**src/rtl/instr_fetch_unit.sv**
```systemverilog
// Instruction fetch unit: owns PC and IR, runs a req/ready read on instruction memory
// and hands the fetched opcode plus decoded register/function fields to the main controller.
`ifndef INSTR_OPCODE_WIDTH
`define INSTR_OPCODE_WIDTH 7
`endif

module instr_fetch_unit #(
  parameter int unsigned     XLEN     = 32,
  parameter logic [XLEN-1:0] RESET_PC = {XLEN{1'b0}},
  parameter int unsigned     TIMEOUT  = 16
) (
  input  logic                           clk,
  input  logic                           rst,
  input  logic                           fetch_req,
  input  logic                           pc_write,
  input  logic [XLEN-1:0]                pc_next,
  input  logic                           pc_inc,
  output logic                           mem_req,
  output logic [XLEN-1:0]                mem_addr,
  input  logic                           mem_ready,
  input  logic [31:0]                    mem_rdata,
  output logic [`INSTR_OPCODE_WIDTH-1:0] opCode,
  output logic [4:0]                     rd,
  output logic [2:0]                     funct3,
  output logic [4:0]                     rs1,
  output logic [4:0]                     rs2,
  output logic [6:0]                     funct7,
  output logic [31:0]                    instr,
  output logic [XLEN-1:0]                pc,
  output logic                           instr_valid,
  output logic                           busy,
  output logic                           fault
);

  localparam int unsigned      CNT_W     = $clog2(TIMEOUT + 1);
  localparam logic [CNT_W-1:0] CNT_LAST  = CNT_W'(TIMEOUT - 1);
  localparam logic [CNT_W-1:0] CNT_ONE   = CNT_W'(1);
  localparam logic [CNT_W-1:0] CNT_ZERO  = CNT_W'(0);
  localparam logic [XLEN-1:0]  PC_STEP   = XLEN'(32'd4);
  localparam logic [31:0]      NOP_INSTR = 32'h0000_0013;

  typedef enum logic [1:0] {
    ST_IDLE = 2'd0,
    ST_WAIT = 2'd1,
    ST_DONE = 2'd2
  } state_t;

  function automatic logic is_aligned(input logic [1:0] lsb);
    return (lsb == 2'b00);
  endfunction

  state_t            state_r, state_nxt_s;
  logic              mem_req_r, mem_req_nxt_s;
  logic [XLEN-1:0]   mem_addr_r, mem_addr_nxt_s;
  logic [31:0]       ir_r, ir_nxt_s;
  logic [CNT_W-1:0]  cnt_r, cnt_nxt_s;
  logic              fault_r, fault_nxt_s;
  logic              valid_r, valid_nxt_s;
  logic              busy_r, busy_nxt_s;
  logic [XLEN-1:0]   pc_r;

  // Next-state and next-register values for the fetch handshake
  always_comb begin
    state_nxt_s    = state_r;
    mem_req_nxt_s  = mem_req_r;
    mem_addr_nxt_s = mem_addr_r;
    ir_nxt_s       = ir_r;
    cnt_nxt_s      = cnt_r;
    fault_nxt_s    = fault_r;
    valid_nxt_s    = 1'b0;
    busy_nxt_s     = 1'b0;
    case (state_r)
      ST_IDLE: begin
        if (!fetch_req || fault_r) begin
          state_nxt_s = ST_IDLE;
        end else if (is_aligned(pc_r[1:0])) begin
          mem_addr_nxt_s = pc_r;
          mem_req_nxt_s  = 1'b1;
          cnt_nxt_s      = CNT_ZERO;
          state_nxt_s    = ST_WAIT;
        end else begin
          fault_nxt_s = 1'b1;
        end
      end
      ST_WAIT: begin
        if (mem_ready) begin
          ir_nxt_s      = mem_rdata;
          mem_req_nxt_s = 1'b0;
          cnt_nxt_s     = CNT_ZERO;
          state_nxt_s   = ST_DONE;
        end else if (cnt_r == CNT_LAST) begin
          // Memory never answered: give up, leave IR untouched
          fault_nxt_s   = 1'b1;
          mem_req_nxt_s = 1'b0;
          cnt_nxt_s     = CNT_ZERO;
          state_nxt_s   = ST_IDLE;
        end else begin
          cnt_nxt_s = cnt_r + CNT_ONE;
        end
      end
      ST_DONE: begin
        valid_nxt_s = 1'b1;
        state_nxt_s = ST_IDLE;
      end
      default: begin
        mem_req_nxt_s = 1'b0;
        cnt_nxt_s     = CNT_ZERO;
        state_nxt_s   = ST_IDLE;
      end
    endcase
    if ((state_nxt_s == ST_WAIT) || (state_nxt_s == ST_DONE)) begin
      busy_nxt_s = 1'b1;
    end else begin
      busy_nxt_s = 1'b0;
    end
  end

  // Fetch state and registered handshake outputs
  always_ff @(posedge clk) begin
    if (rst) begin
      state_r    <= ST_IDLE;
      mem_req_r  <= 1'b0;
      mem_addr_r <= {XLEN{1'b0}};
      ir_r       <= NOP_INSTR;
      cnt_r      <= CNT_ZERO;
      fault_r    <= 1'b0;
      valid_r    <= 1'b0;
      busy_r     <= 1'b0;
    end else begin
      state_r    <= state_nxt_s;
      mem_req_r  <= mem_req_nxt_s;
      mem_addr_r <= mem_addr_nxt_s;
      ir_r       <= ir_nxt_s;
      cnt_r      <= cnt_nxt_s;
      fault_r    <= fault_nxt_s;
      valid_r    <= valid_nxt_s;
      busy_r     <= busy_nxt_s;
    end
  end

  // PC updates are independent of the fetch state; mem_addr holds the in-flight address
  always_ff @(posedge clk) begin
    if (rst) begin
      pc_r <= RESET_PC;
    end else if (pc_write) begin
      pc_r <= pc_next;
    end else if (pc_inc) begin
      pc_r <= pc_r + PC_STEP;
    end else begin
      pc_r <= pc_r;
    end
  end

  assign mem_req     = mem_req_r;
  assign mem_addr    = mem_addr_r;
  assign instr       = ir_r;
  assign opCode      = ir_r[`INSTR_OPCODE_WIDTH-1:0];
  assign rd          = ir_r[11:7];
  assign funct3      = ir_r[14:12];
  assign rs1         = ir_r[19:15];
  assign rs2         = ir_r[24:20];
  assign funct7      = ir_r[31:25];
  assign pc          = pc_r;
  assign instr_valid = valid_r;
  assign busy        = busy_r;
  assign fault       = fault_r;

endmodule

```
**config.mk**
```make
export PLATFORM = sky130hd
export DESIGN_NAME = instr_fetch_unit
export DESIGN_NICKNAME = d
export VERILOG_FILES = /design/src/rtl/instr_fetch_unit.sv
export SDC_FILE = /design/constraint.sdc
export NUM_CORES = 1
export LEC_CHECK = 0
export BUFFER_PORTS_ARGS = -buffer_cell sky130_fd_sc_hd__buf_2
export CAP_MARGIN = 20
export CELL_PAD_IN_SITES_DETAIL_PLACEMENT = 0
export CELL_PAD_IN_SITES_GLOBAL_PLACEMENT = 1
export CORE_MARGIN = 8
export CORE_UTILIZATION = 34
export DETAILED_ROUTE_END_ITERATION = 6
export GPL_ROUTABILITY_DRIVEN = 0
export PLACE_DENSITY = 0.93
export RECOVER_POWER = 25
export SLEW_MARGIN = 20
export SYNTH_ARGS = -nofsm -noshare
export SYNTH_HDL_FRONTEND = slang
export SYNTH_SLANG_ARGS = --single-unit
export TNS_END_PERCENT = 30
```
**constraint.sdc**
```tcl
create_clock -name clk -period 2.1 [get_ports clk]
set_clock_uncertainty 0.05 [all_clocks]
set_input_delay 0.42 -clock clk [delete_from_list [all_inputs] [get_ports clk]]
set_output_delay 0.42 -clock clk [all_outputs]
set_load 0.01 [all_outputs]
```
==> results of run 1 <==
==> critical path, delay by kind of cell, from the launching register on <==
kind / cells / cell delay, ps
compound gates: 1 / 250
flops: 1 / 440
simple gates: 3 / 1130
==> synth_stat cells (2+ instances only) <==
| library cell | count | share of area |
|---|---|---|
| nand4_1 | 17 | 0.022 |
| mux2i_1 | 4 | 0.0084 |
| nor3_1 | 7 | 0.0074 |
| clkbuf_1 | 30 | 0.024 |
| a21oi_1 | 72 | 0.076 |
| nand3_1 | 10 | 0.011 |
| nor2_1 | 34 | 0.027 |
| nand2_1 | 144 | 0.11 |
| inv_1 | 10 | 0.0079 |
| or4_1 | 4 | 0.0063 |
| buf_2 | 4 | 0.0042 |
| and3_1 | 4 | 0.0053 |
| nor2b_1 | 2 | 0.0026 |
| o211ai_1 | 3 | 0.0047 |
| buf_4 | 32 | 0.051 |
| nor4_1 | 8 | 0.011 |
| o31ai_1 | 4 | 0.0063 |
| a2111oi_0 | 2 | 0.0037 |
| xnor2_1 | 6 | 0.011 |
| xor2_1 | 7 | 0.013 |
| a311oi_1 | 7 | 0.013 |
| dfxtp_1 | 107 | 0.45 |
| a31oi_1 | 4 | 0.0053 |
| buf_1 | 7 | 0.0055 |
| o21ai_0 | 6 | 0.0063 |
| nor3b_1 | 9 | 0.014 |
| and4_1 | 7 | 0.013 |
| or3_1 | 5 | 0.0066 |
| ha_1 | 2 | 0.0053 |
| and2_1 | 3 | 0.0040 |
| nand3b_1 | 4 | 0.0063 |
| a211oi_1 | 15 | 0.024 |
==> power by group <==
part	leakage, µW	internal [µW]	switching, µW
Sequential	0.000874	2130	83.7
Combinational	0.00150	254	382
Clock	0.000146	968	774
==> through the flow <==
step                      area (µm²)  power, µW  setup slack (ps)  hold slack [ps]
final                           6130       4590               136              236
after detailed placement        5850       2910              58.8              395
after global placement          5850       2910               126              389
after floorplan                 4750       2600               148              421
after CTS                       6160       4670              38.2              211
after global routing            6130       4810              33.0              225
==> what timing repair did <==
action                                 CTS  global route
setup buffers                            0             5
hold buffers                             0             0
resized for setup                        0             1
endpoints found under the hold margin    0             0
setup endpoints to repair                0             8
==> per-layer routing <==
metal / global-route usage / share of wire
met3: 0.0666 / 0.10
met2: 0.268 / 0.47
met1: 0.196 / 0.42
met4: 0.0437 / 0.0089
met5: 0 / 0
==> cell type report <==
type | count | area (µm²) | area share
multi-input cells | 405 | 2180 | 0.355
flip-flops and latches | 107 | 2140 | 0.349
repair buffers | 236 | 1240 | 0.202
clock buffers | 10 | 239 | 0.0390
well taps | 180 | 225 | 0.0367
clock inverters | 6 | 71.3 | 0.0116
inverters | 10 | 37.5 | 0.00612
==> logic make-up after synthesis <==
| logic type | after synthesis |
|---|---|
| buf+inv | 83 |
| flops | 107 |
| xor+xnor | 13 |
| simple gates | 265 |
| fa+ha+maj | 2 |
| compound gates | 121 |
| mux | 4 |
==> worst min-delay path by stage <==
| stage | to | startpoint | slack (ps) | cells after the start |
|---|---|---|---|---|
| after floorplan | cnt_r[2] | cnt_r[2] | 420 | 2 |
| after global placement | mem_addr[27] | mem_addr[27] | 390 | 2 |
| after detailed placement | mem_addr[25] | mem_addr[25] | 400 | 2 |
| after CTS | instr[4] | mem_rdata[4] | 210 | 3 |
| after global routing | instr[0] | mem_rdata[0] | 220 | 3 |
| final | instr[4] | mem_rdata[4] | 240 | 3 |
==> registers in the layout, summed over array words and instances, names as in the netlist <==
signal,flops
instr,32
mem_addr,32
pc,32
cnt_r,5
state_r,2
busy,1
fault,1
instr_valid,1
mem_req,1
==> results.toml, run 1 <==
[critical_path]
crit_required_ps = 2310
ff2ff_path_depth = 4
rr_endpoint = "pc[28]"
cp-endpoint = "pc[28]"
critPathLaunch = "pc[6]"
reg2reg_slack_ps = 140
crit_type = "reg2reg"
end_kind = "flop"
critPathSlowestCell = "or4_1"
cp_max_fo = 9
worst_ep_arrival_time_ps = 2180
reg2reg_from = "pc[6]"
worstSetupStartpointType = "flop"
critPathMaxStageDelay_ps = 560
worstPathCellList = "and4_1 > nand4_1 > or4_1 > a311oi_1"

[synthesis]
syn_avg_cell_area_um2 = 7.98
seq_area_frac_synth = 0.451
ys_async_sr_fraction = 0
synth-edff-count = 0
ys_ff_latch = 107
synth_compound_area_frac = 0.153
synth_warnings = 0
ys.flop_type = "dfxtp_1"
synth-simple-area-share = 0.267
synth_top_family_by_area = "simple AND/OR/NAND/NOR gates"
synth_cells = 595
syn_area_um2 = 4750
syn-num-nets = 667
synth.area.mux_share = 0.00843
synth_cell_types = 47
yosys.area_share.adder = 0.00527
synth_xor_area_frac = 0.0240

[power]
irDropWorstVdd_mv = 0.597
cellPowerDensity_nw_per_um2 = 748
p_leak_uw = 0.00252

[die]
rows = 43
initial_core_util = 0.345
core_um2 = 13800
chipWidth_um = 134
die_height_um = 134
pin_count = 202
die_area_um2 = 18000

[global_routing]
antenna_found_initial = 0
grt_first_pass_wirelength_mm = 23.8
grt_overflow = 0
grt_pass1_vias = 4399
grt_max_degree = 56
grt_util_all_layers = 0.164

[run]
cap_violations = 0

[detailed_routing]
dr.first_iter.drc_count = 278
firstDrtPassIters = 4
viasPerCell = 4.94
vias = 4715
drcViolationCount = 0
wl_per_cell_um = 16.0
totalWireLength_mm = 15.2
postRouteAntennaNets = 0

[clock_tree]
cts_buffers = 9
clk_latency_ps = 350
h-tree-depth = 3
clockRootBuffer = "clkbuf_16"
cts_max_path_buffers = 2
clock-sinks = 107
clk_pin_slew_worst_paths_ps = 70
tritoncts = "done"

[cells_and_area]
fin_cells = 954
final_common_cell = "buf_2"
nFillCells = 1437
final_util = 0.445
layout_common_cells = "buf_2, nand2_1, dfxtp_1"
nets = 841
synthToLayoutAreaGrowth_pct = 29.0
layout-drive-gt1-share = 0.267
n_antenna_cell = 0

[sta]
fin_crit_ps = 1960
slew_headroom = 0.272
maxSlewViolCount = 0
finalHoldViolations = 0
rsz0062_at_grt = "no"
tightestPinTransition_ps = 1090
max_freq_ghz = 0.509
setup_tns_ps = 0
period_share = 0.935
setup_viol = 0

[placement]
dp_cells = 933
dp_hpwl_mm = 11.3
port_buffers = 201

[outcome]
status = "completed"

[hold_path]
hp-class = "in2reg"
No activity file was read; power rests on OpenSTA's default activity.
==> run 2: changes to the inputs <==
--- a/config.mk
+++ b/config.mk
@@ -15,6 +15,7 @@
 export GPL_ROUTABILITY_DRIVEN = 0
 export PLACE_DENSITY = 0.93
 export RECOVER_POWER = 25
+export SETUP_SLACK_MARGIN = 0.3
 export SLEW_MARGIN = 20
 export SYNTH_ARGS = -nofsm -noshare
 export SYNTH_HDL_FRONTEND = slang
==> run 2 against run 1 <==
Net effect: via count increased by 2.6%; flip-flop and latch count unchanged; non-clock buffer count increased by 8; critical path depth unchanged; combinational power increased by 2%; cell area increased by 3.0%; register-to-register slack improved by 130 ps; critical endpoint unchanged; largest cell class unchanged; highest routed layer unchanged.
==> results.toml, run 2 (same netlist as run 1, synthesis figures left out) <==
[detailed_routing]
vias = 4839
totalWireLength_mm = 15.8
drcViolationCount = 0
postRouteAntennaNets = 0
wl_per_cell_um = 16.4
firstDrtPassIters = 4
viasPerCell = 5.04
dr.first_iter.drc_count = 277

[die]
die_height_um = 134
core_um2 = 13800
chipWidth_um = 134
pin_count = 202
initial_core_util = 0.345
rows = 43
die_area_um2 = 18000

[sta]
period_share = 0.874
fin_crit_ps = 1840
tightestPinTransition_ps = 1330
setup_tns_ps = 0
max_freq_ghz = 0.545
timing.hold.ws_ps = 224
setup_viol = 0
slew_headroom = 0.110
rsz0062_at_grt = "yes"
maxSlewViolCount = 0
finalHoldViolations = 0

[global_routing]
grt_util_all_layers = 0.166
met1_usage = 0.195
grt_pass1_vias = 4682
use_met2 = 0.266
grt_max_degree = 110
grt_overflow = 0
grt_first_pass_wirelength_mm = 24.2
antenna_found_initial = 0
top_usage_layer = "met2"
grt_use_met3 = 0.0572

[clock_tree]
clock-sinks = 107
clk_latency_ps = 350
cts_max_path_buffers = 2
cts_buffers = 9
clk_pin_slew_worst_paths_ps = 70
tritoncts = "done"
h-tree-depth = 3
clockRootBuffer = "clkbuf_16"
ctsHoldBuffers = 0

[critical_path]
crit_required_ps = 2300
end_kind = "flop"
worst_ep_arrival_time_ps = 2040
critPathSlowestCell = "or4_4"
rr_endpoint = "pc[28]"
crit_family = "simple AND/OR/NAND/NOR gates"
ff2ff_path_depth = 4
critPathMaxStageDelay_ps = 530
cp_max_fo = 8
worstSetupStartpointType = "flop"
crit_type = "reg2reg"
reg2reg_slack_ps = 260
crit_buf_inv = 0
reg2reg_from = "pc[17]"
worstPathCellList = "nand4_1 > or3_4 > or4_4 > a311oi_2"

[power]
p_leak_uw = 0.00263
cellPowerDensity_nw_per_um2 = 741
p_total_uw = 4680
irDropWorstVdd_mv = 0.427

[cells_and_area]
n_antenna_cell = 0
final_util = 0.459
nFillCells = 1415
layout-drive-gt1-share = 0.312
layout_common_cells = "buf_2, nand2_1, dfxtp_1"
finalInstanceArea_um2 = 6320
synthToLayoutAreaGrowth_pct = 32.9
final_common_cell = "buf_2"
nets = 849

[hold_path]
min_to = "instr[0]"
whs_path_depth = 3
hp-class = "in2reg"
hold_path_startpoint = "mem_rdata[0]"

[run]
cap_violations = 0

[placement]
port_buffers = 201
dp_hpwl_mm = 11.1
dpl_cell_area_um2 = 5800

[outcome]
status = "completed"
run 2: area by class of cell:
type	count	area (µm²)	share of cell area
flip-flops and latches	107	2190	0.346
well taps	180	225	0.0357
clock buffers	9	225	0.0357
inverters	10	37.5	0.00594
repair buffers	244	1300	0.205
clock inverters	6	90.1	0.0143
multi-input cells	405	2260	0.357
run 2: worst max path at each step:
stage           start  endpoint  slack, ps  depth (start not counted)
2_1_floorplan  pc[12]    pc[26]        250                          6
3_5_place_dp   pc_inc    pc[28]         90                          4
6_report       pc[17]    pc[28]        260                          4
3_3_place_gp   pc_inc    pc[26]        160                          4
5_1_grt           rst    pc[31]        130                          4
4_1_cts         pc[7]    pc[24]        270                          6
run 2: metal layers:
metal	share of wire	vias to the layer above
met5	0	-
met1	0.42	2192
met2	0.46	224
met3	0.096	26
li1	-	2397
met4	0.025	0
run 2: timing repair:
item,in CTS,in global routing
buffers inserted,10,11
pin swaps,7,12
gates resized for setup,11,22
endpoints found under the setup margin,10,15
run 2: power breakdown:
group          leakage [µW]  switching, µW  internal [µW]
Combinational       0.00159            388            258
Clock              0.000152            781           1040
Sequential         0.000881           85.5           2120
run 2: through the flow:
stage	worst slack [ps]	instances
after floorplan	246	595
final	265	961
after global placement	155	925
after CTS	269	950
after detailed placement	92.9	925
after global routing	132	961
run 2: worst reg2reg max path, stage by stage, from the launching register on:
cell and delay, ps:
dfxtp_4 380, nand4_1 140, or3_4 410, or4_4 530, a311oi_2 240
==> run 3: changes to the inputs <==
--- a/config.mk
+++ b/config.mk
@@ -10,10 +10,12 @@
 export CELL_PAD_IN_SITES_DETAIL_PLACEMENT = 0
 export CELL_PAD_IN_SITES_GLOBAL_PLACEMENT = 1
 export CORE_MARGIN = 8
-export CORE_UTILIZATION = 34
+export CORE_UTILIZATION = 35
+export CTS_BUF_LIST = sky130_fd_sc_hd__clkbuf_2
+export CTS_CLUSTER_SIZE = 8
 export DETAILED_ROUTE_END_ITERATION = 6
 export GPL_ROUTABILITY_DRIVEN = 0
-export PLACE_DENSITY = 0.93
+export PLACE_DENSITY = 0.95
 export RECOVER_POWER = 25
 export SETUP_SLACK_MARGIN = 0.3
 export SLEW_MARGIN = 20
==> run 3 against run 2 <==
Net effect: maximum frequency decreased by 0.76%; utilization increased by 4.6 points; sequential share of layout area decreased by 1.8 points; cell area increased by 5.8%; hold slack got worse by 140 ps; power decreased by 14%; cell count increased by 4.9%; first-iteration DRC count decreased by 19%; sequential power about the same; via count increased by 4.1%; combinational power increased by 15%; critical path type unchanged; largest cell class unchanged.
==> results.toml, run 3 (same netlist as run 1, synthesis figures left out) <==
[outcome]
status = "completed"

[detailed_routing]
wl_per_cell_um = 16.1
postRouteAntennaNets = 0
totalWireLength_mm = 16.2
dr.first_iter.drc_count = 223
drcViolationCount = 0
vias = 5038
firstDrtPassIters = 5
viasPerCell = 5.00

[hold_path]
hp-class = "in2reg"

[sta]
rsz0062_at_grt = "yes"
timing.hold.ws_ps = 82.1
setup_tns_ps = 0
setup_viol = 0
slew_headroom = 0.581
fin_crit_ps = 1850
max_freq_ghz = 0.541
tightestPinTransition_ps = 628
maxSlewViolCount = 0
finalHoldViolations = 0
period_share = 0.881

[die]
die_height_um = 133
core_um2 = 13200
rows = 42
initial_core_util = 0.359
chipWidth_um = 133
die_area_um2 = 17600
pin_count = 202

[power]
p_switching_uw = 1150
swShare = 0.287
seqPwrFrac = 0.555
clkPwrFrac = 0.260
irDropWorstVdd_mv = 0.351
p_int_uw = 2850
p_leak_uw = 0.00295
combPwrFrac = 0.185
p_total_uw = 4010
cellPowerDensity_nw_per_um2 = 599

[critical_path]
crit_required_ps = 2580
worst_ep_arrival_time_ps = 2330
worstSetupStartpointType = "flop"
end_kind = "flop"
crit_type = "reg2reg"
cp_max_fo = 4

[cells_and_area]
nFillCells = 1257
nets = 901
regArea_um2 = 2190
n_antenna_cell = 0
synthToLayoutAreaGrowth_pct = 40.7
layout-drive-gt1-share = 0.338
final_common_cell = "buf_2"
fin_cells = 1008
multi_input_area_um2 = 2220
layout_common_cells = "buf_2, nand2_1, dfxtp_1"

[global_routing]
grt_max_degree = 110
grt_overflow = 0
antenna_found_initial = 0
grt_first_pass_wirelength_mm = 25.9
grt_pass1_vias = 4960
grt_util_all_layers = 0.178

[placement]
dp_cells = 922
port_buffers = 201
dp_hpwl_mm = 11.1

[clock_tree]
clk_latency_ps = 600
clock-sinks = 107
tritoncts = "done"
cts_max_path_buffers = 2
cts_buffers = 9
h-tree-depth = 3
clockRootBuffer = "clkbuf_2"
clk_pin_slew_worst_paths_ps = 300

[run]
cap_violations = 0
-- run 3: cell count changes in the layout (fill, tap and decap cells not counted), sizes merged --
cell	before	now
dlygate4sd3	0	57
clkbuf	57	12
buf	196	237
inv	11	10
clkinvlp	1	0
-- run 3: metrics by stage --
stage	setup WS, ps	utilization	area [µm²]
6_report	250	0.505	6680
5_1_grt	141	0.505	6680
4_1_cts	222	0.500	6620
3_5_place_dp	172	0.438	5800
3_3_place_gp	219	0.438	5800
2_1_floorplan	246	-	4780
-- run 3: cell type report --
| type | instances | area share |
|---|---|---|
| multi-input combinational | 405 | 0.333 |
| sequential | 107 | 0.328 |
| timing repair buffer | 296 | 0.283 |
| tap | 176 | 0.0329 |
| clock inverter | 4 | 0.0101 |
| clock buffer | 10 | 0.00749 |
| inverter | 10 | 0.00562 |
-- run 3: final timing paths --
path / start / end / slack (ps) / cells past startpoint
worst max-delay path: pc[2] / pc[24] / 250 / 6
worst min-delay path: pc_next[24] / pc[24] / 80 / 3
worst max register to register: pc[2] / pc[24] / 250 / 6
worst min register to register: mem_addr[2] / mem_addr[2] / 420 / 2
-- run 3: repair_timing --
action	CTS	global route
hold endpoints to repair	57	0
resized for setup	11	23
setup endpoints to repair	26	38
pin swaps	6	8
hold buffers	57	0
buffers inserted	14	1
-- run 3: worst max-delay path, stage by stage, from the launching register on --
cell and delay [ps]:
dfxtp_1 410, ha_1 260, nand4_1 190, nor4_4 160, buf_4 170, or4b_4 450, o211ai_1 90
-- run 3: metal layers --
metal | part of all wire | global-route usage
met1 | 0.42 | 0.206
met4 | 0.013 | 0.0631
met5 | 0 | 0
met2 | 0.48 | 0.300
met3 | 0.085 | 0.0590
-- run 3: power by group through the flow --
stage | logic, µW | clock network, µW | registers (µW)
floorplan | 309 | 0 | 2300
global placement | 628 | 0 | 2260
detailed placement | 626 | 0 | 2270
CTS | 742 | 1090 | 2220
global route | 816 | 1170 | 2240
finish | 743 | 1040 | 2220
